<file path="src/rtl/uart_tx_frame.sv">
// Parametrised UART transmitter: start bit, DATA_BITS data bits in either order,
// optional odd/even parity and 1 or 2 stop bits, paced by an external baud strobe.
module uart_tx_frame #(
    parameter int DATA_BITS = 8,
    parameter int PARITY    = 0,
    parameter int STOP_BITS = 1,
    parameter int LSB_FIRST = 1
) (
    input  logic                 clk,
    input  logic                 rst_n,
    input  logic                 baud_pulse,
    input  logic                 req,
    input  logic [DATA_BITS-1:0] byte_in,
    output logic                 busy,
    output logic                 done,
    output logic                 tx
);

    localparam int                CNT_W     = $clog2(DATA_BITS + 1);
    localparam logic [CNT_W-1:0] LAST_CNT  = CNT_W'(DATA_BITS);
    localparam logic              LAST_STOP = 1'(STOP_BITS - 1);

    typedef enum logic [2:0] {
        S_IDLE,
        S_START,
        S_DATA,
        S_PARITY,
        S_STOP
    } state_t;

    state_t                 state_q, state_d;
    logic [DATA_BITS-1:0]   shreg_q, shreg_d;
    logic [CNT_W-1:0]       cnt_q, cnt_d;
    logic                   stop_q, stop_d;
    logic                   parity_q, parity_d;
    logic                   tx_q, tx_d;
    logic                   busy_q, busy_d;
    logic                   done_q, done_d;

    function automatic logic parity_of(input logic [DATA_BITS-1:0] d);
        return (PARITY == 1) ? ~(^d) : (^d);
    endfunction

    function automatic logic next_bit(input logic [DATA_BITS-1:0] d);
        return (LSB_FIRST != 0) ? d[0] : d[DATA_BITS-1];
    endfunction

    function automatic logic [DATA_BITS-1:0] shifted(input logic [DATA_BITS-1:0] d);
        return (LSB_FIRST != 0) ? {1'b0, d[DATA_BITS-1:1]} : {d[DATA_BITS-2:0], 1'b0};
    endfunction

    // Every transition and every tx change is gated by the baud strobe.
    always_comb begin
        state_d  = state_q;
        shreg_d  = shreg_q;
        cnt_d    = cnt_q;
        stop_d   = stop_q;
        parity_d = parity_q;
        tx_d     = tx_q;
        busy_d   = busy_q;
        done_d   = 1'b0;
        if (baud_pulse) begin
            case (state_q)
                S_IDLE: begin
                    if (req && !busy_q) begin
                        shreg_d  = byte_in;
                        parity_d = parity_of(byte_in);
                        busy_d   = 1'b1;
                        tx_d     = 1'b0;
                        cnt_d    = '0;
                        state_d  = S_START;
                    end
                end
                S_START: begin
                    tx_d    = next_bit(shreg_q);
                    shreg_d = shifted(shreg_q);
                    cnt_d   = CNT_W'(1);
                    state_d = S_DATA;
                end
                S_DATA: begin
                    // cnt_q counts bits already driven; at LAST_CNT the final bit has had its period.
                    if (cnt_q == LAST_CNT) begin
                        if (PARITY != 0) begin
                            tx_d    = parity_q;
                            state_d = S_PARITY;
                        end else begin
                            tx_d    = 1'b1;
                            stop_d  = 1'b0;
                            state_d = S_STOP;
                        end
                    end else begin
                        tx_d    = next_bit(shreg_q);
                        shreg_d = shifted(shreg_q);
                        cnt_d   = cnt_q + CNT_W'(1);
                    end
                end
                S_PARITY: begin
                    tx_d    = 1'b1;
                    stop_d  = 1'b0;
                    state_d = S_STOP;
                end
                S_STOP: begin
                    if (stop_q == LAST_STOP) begin
                        busy_d  = 1'b0;
                        done_d  = 1'b1;
                        cnt_d   = '0;
                        state_d = S_IDLE;
                    end else begin
                        stop_d = 1'b1;
                    end
                end
                default: begin
                    state_d = S_IDLE;
                    busy_d  = 1'b0;
                    tx_d    = 1'b1;
                end
            endcase
        end
    end

    // Asynchronous reset aborts a frame at once: line idles high, busy drops.
    always_ff @(posedge clk or negedge rst_n) begin
        if (!rst_n) begin
            state_q  <= S_IDLE;
            shreg_q  <= '0;
            cnt_q    <= '0;
            stop_q   <= 1'b0;
            parity_q <= 1'b0;
            tx_q     <= 1'b1;
            busy_q   <= 1'b0;
            done_q   <= 1'b0;
        end else begin
            state_q  <= state_d;
            shreg_q  <= shreg_d;
            cnt_q    <= cnt_d;
            stop_q   <= stop_d;
            parity_q <= parity_d;
            tx_q     <= tx_d;
            busy_q   <= busy_d;
            done_q   <= done_d;
        end
    end

    assign tx   = tx_q;
    assign busy = busy_q;
    assign done = done_q;

endmodule

</file>
<file path="config.mk">
export PLATFORM = sky130hd
export DESIGN_NAME = uart_tx_frame
export DESIGN_NICKNAME = d
export VERILOG_FILES = /design/src/rtl/uart_tx_frame.sv
export SDC_FILE = /design/constraint.sdc
export NUM_CORES = 1
export LEC_CHECK = 0
export ABC_AREA = 1
export CAP_MARGIN = 15
export CORE_ASPECT_RATIO = 2
export CORE_MARGIN = 2
export CORE_UTILIZATION = 38
export DETAILED_ROUTE_END_ITERATION = 16
export PLACE_DENSITY = 0.63
export SKIP_CTS_REPAIR_TIMING = 1
export SYNTH_ARGS = -nofsm -noshare
export SYNTH_HDL_FRONTEND = slang
export SYNTH_SLANG_ARGS = --single-unit
</file>
<file path="constraint.sdc">
create_clock -name clk -period 3.23 [get_ports clk]
set_input_delay 0.4845 -clock clk [delete_from_list [all_inputs] [get_ports clk]]
set_output_delay 0.4845 -clock clk [all_outputs]
set_load 0.01 [all_outputs]
</file>
# After elaboration in Yosys (flattened, before gate mapping)
# Cells that the tools add are included.
# totals
out_inout_bits	3
reg_bits	19
in_bits	12
# classes
reduce_logical	13
n_bitwise	2
n_addsub	1
n_eq_ne	9
mux	23
# ops
cell	n
8-bit one-hot mux with 3 select lines	1
8-bit two-way mux	2
4-bit one-hot mux with 4 select lines	1
3-bit one-hot mux with 5 select lines	1
4-bit two-way mux	3
4-bit AND reduction	3
1-bit two-way mux	9
3-bit two-way mux	3
2-bit inequality test (second input constant)	4
3-bit by 2-bit equality test with 1-bit output (second input constant)	2
1-bit one-hot mux with 3 select lines	2
3-bit AND reduction	2
3-bit nonzero test	2
5-bit AND reduction	1
4-bit by 1-bit adder with 4-bit output (second input constant)	1
4-bit equality test (second input constant)	1
1-bit one-hot mux with 4 select lines	1
4-bit nonzero test	1
3-bit by 1-bit equality test with 1-bit output (second input constant)	1
3-bit equality test (second input constant)	1
3-bit zero test	1
3-bit OR reduction	1
1-bit NOT	2
1-bit logical AND	1
1-bit zero test	1

# Longest topological paths before layout
# depth
word_depth	4
ltp_mapped	9

# Worst setup path after synthesis
# No wires, ideal clock.
# synth_timing
path_type	register to register
start	reg cnt_q[0]
end	reg shreg_q[0]
arrival_time_ns	1.130
path_slack_ns	1.984
period_less_slack_ns	1.246
setup_ns	0.117
n_path_buf	0
stages_incl_launch_ff	9
cell_sequence	dfrtp_1 inv_1 ha_1 nand3_1 nor2_1 nor2_1 nand2_2 nand2_1 nand2_1
# synth_via
elab_chain_len	3
# synth_rtl
element	line_no	source
start: declaration	33	logic [CNT_W-1:0] cnt_q, cnt_d;
start signal: assignment	135	cnt_q <= cnt_d;
4-bit equality test	82	if (cnt_q == LAST_CNT) begin
2-bit inequality test (no line)	n/a	
4-bit AND reduction (no line)	n/a	
end signal: assignment	134	shreg_q <= shreg_d;
end: declaration	32	logic [DATA_BITS-1:0] shreg_q, shreg_d;
# No other way between the ends.
# A chain may end at the register's enable or synchronous reset.

# Final worst setup path
# layout_timing
start	reg tx_q, in the netlist tx
end	out tx
# layout_rtl
element	line_no	source
start: declaration	36	logic tx_q, tx_d;
start signal: assignment	138	tx_q <= tx_d;
end: declaration	16	output logic tx
# No word-level cell between the ends.

==> impl_metrics.json <==
{
  "grt_max_degree": 19,
  "grt_pass1_wl_um": 4071,
  "syn_inst": 149,
  "setup_slack_ns": 1.427,
  "grt_pass1_vias": 979,
  "required_ns": 2.75,
  "drive_above_1_share_pct": 10.98,
  "tightest_slew_ns": 0.8446,
  "die_w_um": 41.65,
  "antenna_cells": 0,
  "ant_nets": 0,
  "finalHoldWorstSlack_ns": 0.4764,
  "hold_class": "register to register",
  "crit_path_start_kind": "register",
  "viasPerCell": 5.047,
  "final_core_util_pct": 46.69,
  "slew_headroom_pct": 43.52,
  "cts_buffers": 3,
  "setup_tns_ns": 0,
  "timing.final.crit_period_ns": 1.803,
  "worst_setup_path_end_kind": "output pin",
  "avgRoutedWirePerCell_um": 11.83,
  "vias": 974,
  "clk_pin_slew_worst_paths_ns": 0.07,
  "clock.fmax_mhz": 554.6,
  "cts_tree": "built",
  "crit_arrival_ns": 1.32,
  "ys_seq_area_share_pct": 41.93,
  "pin_count": 15,
  "place.gp.congestion": 0.7976,
  "hpwlAfterDp_um": 1805,
  "first_pass_iters": 4,
  "fin_crit_sh_pct": 55.83,
  "avgSynthCellArea_um2": 7.230,
  "port_buffers": 14,
  "die_h_um": 79.30,
  "rsz0062_at_grt": "false",
  "powerDensity_nw_per_um2": 824.3,
  "worst_path_max_delay_cell": "dfstp_2",
  "clk_root_buffer_cell": "clkbuf_8",
  "finalNonFillerCells": 193,
  "drtIter0Drc": 25,
  "syn_to_final_growth_pct": 18.58,
  "cp_top_family": "flip-flops",
  "finalInstanceArea_um2": 1277,
  "rows": 27,
  "cp_cell_sequence": "clkdlybuf4s50_1",
  "fin_worst_skew_ns": 0.002034,
  "post-place-ws_ns": 1.383,
  "synthesis.yosys.warnings": 0,
  "path_buf_inv": 1,
  "drcViolationCount": 0,
  "placed_cells": 189,
  "cts_sinks": 18,
  "synthDistinctLibCells": 22,
  "initial_core_util_pct": 39.37,
  "max-vdd-ir-drop_uv": 345.9,
  "overflow": 0,
  "antenna_found_initial": 0,
  "finalMaxSlewViolations": 0,
  "finalHoldViolCount": 0,
  "nets": 179,
  "die_area_um2": 3303,
  "syn-cell-area_um2": 1077,
  "core_area_um2": 2736,
  "cpPeakStageDelay_ns": 0.53,
  "place_area_um2": 1232,
  "setup_violations": 0,
  "wl_um": 2284,
  "crit_fanout": 2,
  "h-tree-depth": 1,
  "synth_fp_nets": 163,
  "p_leak_nw": 0.6918,
  "track_usage_pct": 16.11,
  "total_power_mw": 1.053,
  "status": "finished, final reports clean",
  "maxCapViolations": 0,
  "clkLatencyLatePin_ns": 0.26,
  "clockBufferDepth": 2,
  "ys_ff_latch": 18,
  "path_class": "register to output pin"
}
## sequential cells by signal, indices dropped and copies added, names as in the netlist
register	cells
shreg_q	8
cnt_q	4
state_q	3
busy	1
done	1
tx	1
## routing by layer
| metal | wire length (um) | global-route usage (%) | vias to the layer above |
|---|---|---|---|
| met4 | 53 | 7.742 | 0 |
| met5 | 0 | 0 | - |
| met1 | 819 | 15.37 | 456 |
| met3 | 58 | 2.727 | 5 |
| met2 | 1352 | 31.56 | 16 |
| li1 | - | - | 497 |
## synth_stat cells, drive strengths merged
| cell | instances | area [um2] |
|---|---|---|
| nand2 | 69 | 271.5 |
| dfrtp | 17 | 425.4 |
| nand3 | 15 | 80.08 |
| nor2 | 15 | 77.57 |
| inv | 12 | 45.04 |
| a21oi | 4 | 20.02 |
| o21bai | 4 | 30.03 |
| buf | 3 | 21.27 |
| o21ai | 3 | 15.01 |
| ha | 2 | 25.02 |
| a21o | 1 | 7.510 |
| dfstp | 1 | 26.28 |
| nand3b | 1 | 20.02 |
| nand4 | 1 | 6.260 |
| or2 | 1 | 6.260 |
## power breakdown
part | internal [mW] | switching (mW) | total, mW
clock network | 0.0878 | 0.0774 | 0.165
logic | 0.183 | 0.314 | 0.497
registers | 0.315 | 0.0754 | 0.391
## layout make-up
| type | instances | area [um2] |
|---|---|---|
| fillers | 280 | 1459 |
| multi-input cells | 116 | 559.3 |
| flip-flops and latches | 18 | 451.7 |
| repair buffers | 14 | 140.1 |
| clock buffers | 4 | 45.04 |
| inverters | 12 | 45.04 |
| well taps | 29 | 36.28 |
## placed cells by master (no fill, tap or decap), types with 2 or more instances in the layout
cell type        instances
a21oi_1                  4
nor2_1                  12
nand2_1                 64
dfrtp_1                 17
nand2_2                  5
clkbuf_8                 3
inv_1                    9
nand3_1                 14
o21bai_1                 4
o21ai_0                  2
ha_1                     2
inv_2                    3
nor2_2                   2
clkdlybuf4s50_1         14
## final timing paths
| kind | cells past startpoint | slack, ns | to | startpoint |
|---|---|---|---|---|
| max in group asynchronous | 1 | 2.00 | state_q[1] | rst_n |
| setup reg to reg | 7 | 1.65 | shreg_q[1] | state_q[0] |
| hold reg to reg | 2 | 0.48 | shreg_q[2] | shreg_q[2] |
| hold / removal | 2 | 0.48 | shreg_q[2] | shreg_q[2] |
| setup / recovery | 1 | 1.43 | tx | tx |
| min in group asynchronous | 1 | 0.71 | cnt_q[2] | rst_n |
## cells by family after synthesis
kind of cell	Yosys count	share of synthesized area [%]
AND/OR/NAND/NOR	102	42.86
flip-flops	18	41.93
buffers and inverters	15	6.155
AO/OA/AOI/OAI	12	6.736
adder cells (fa/ha/maj)	2	2.323
No activity file was read; power rests on OpenSTA's default activity.
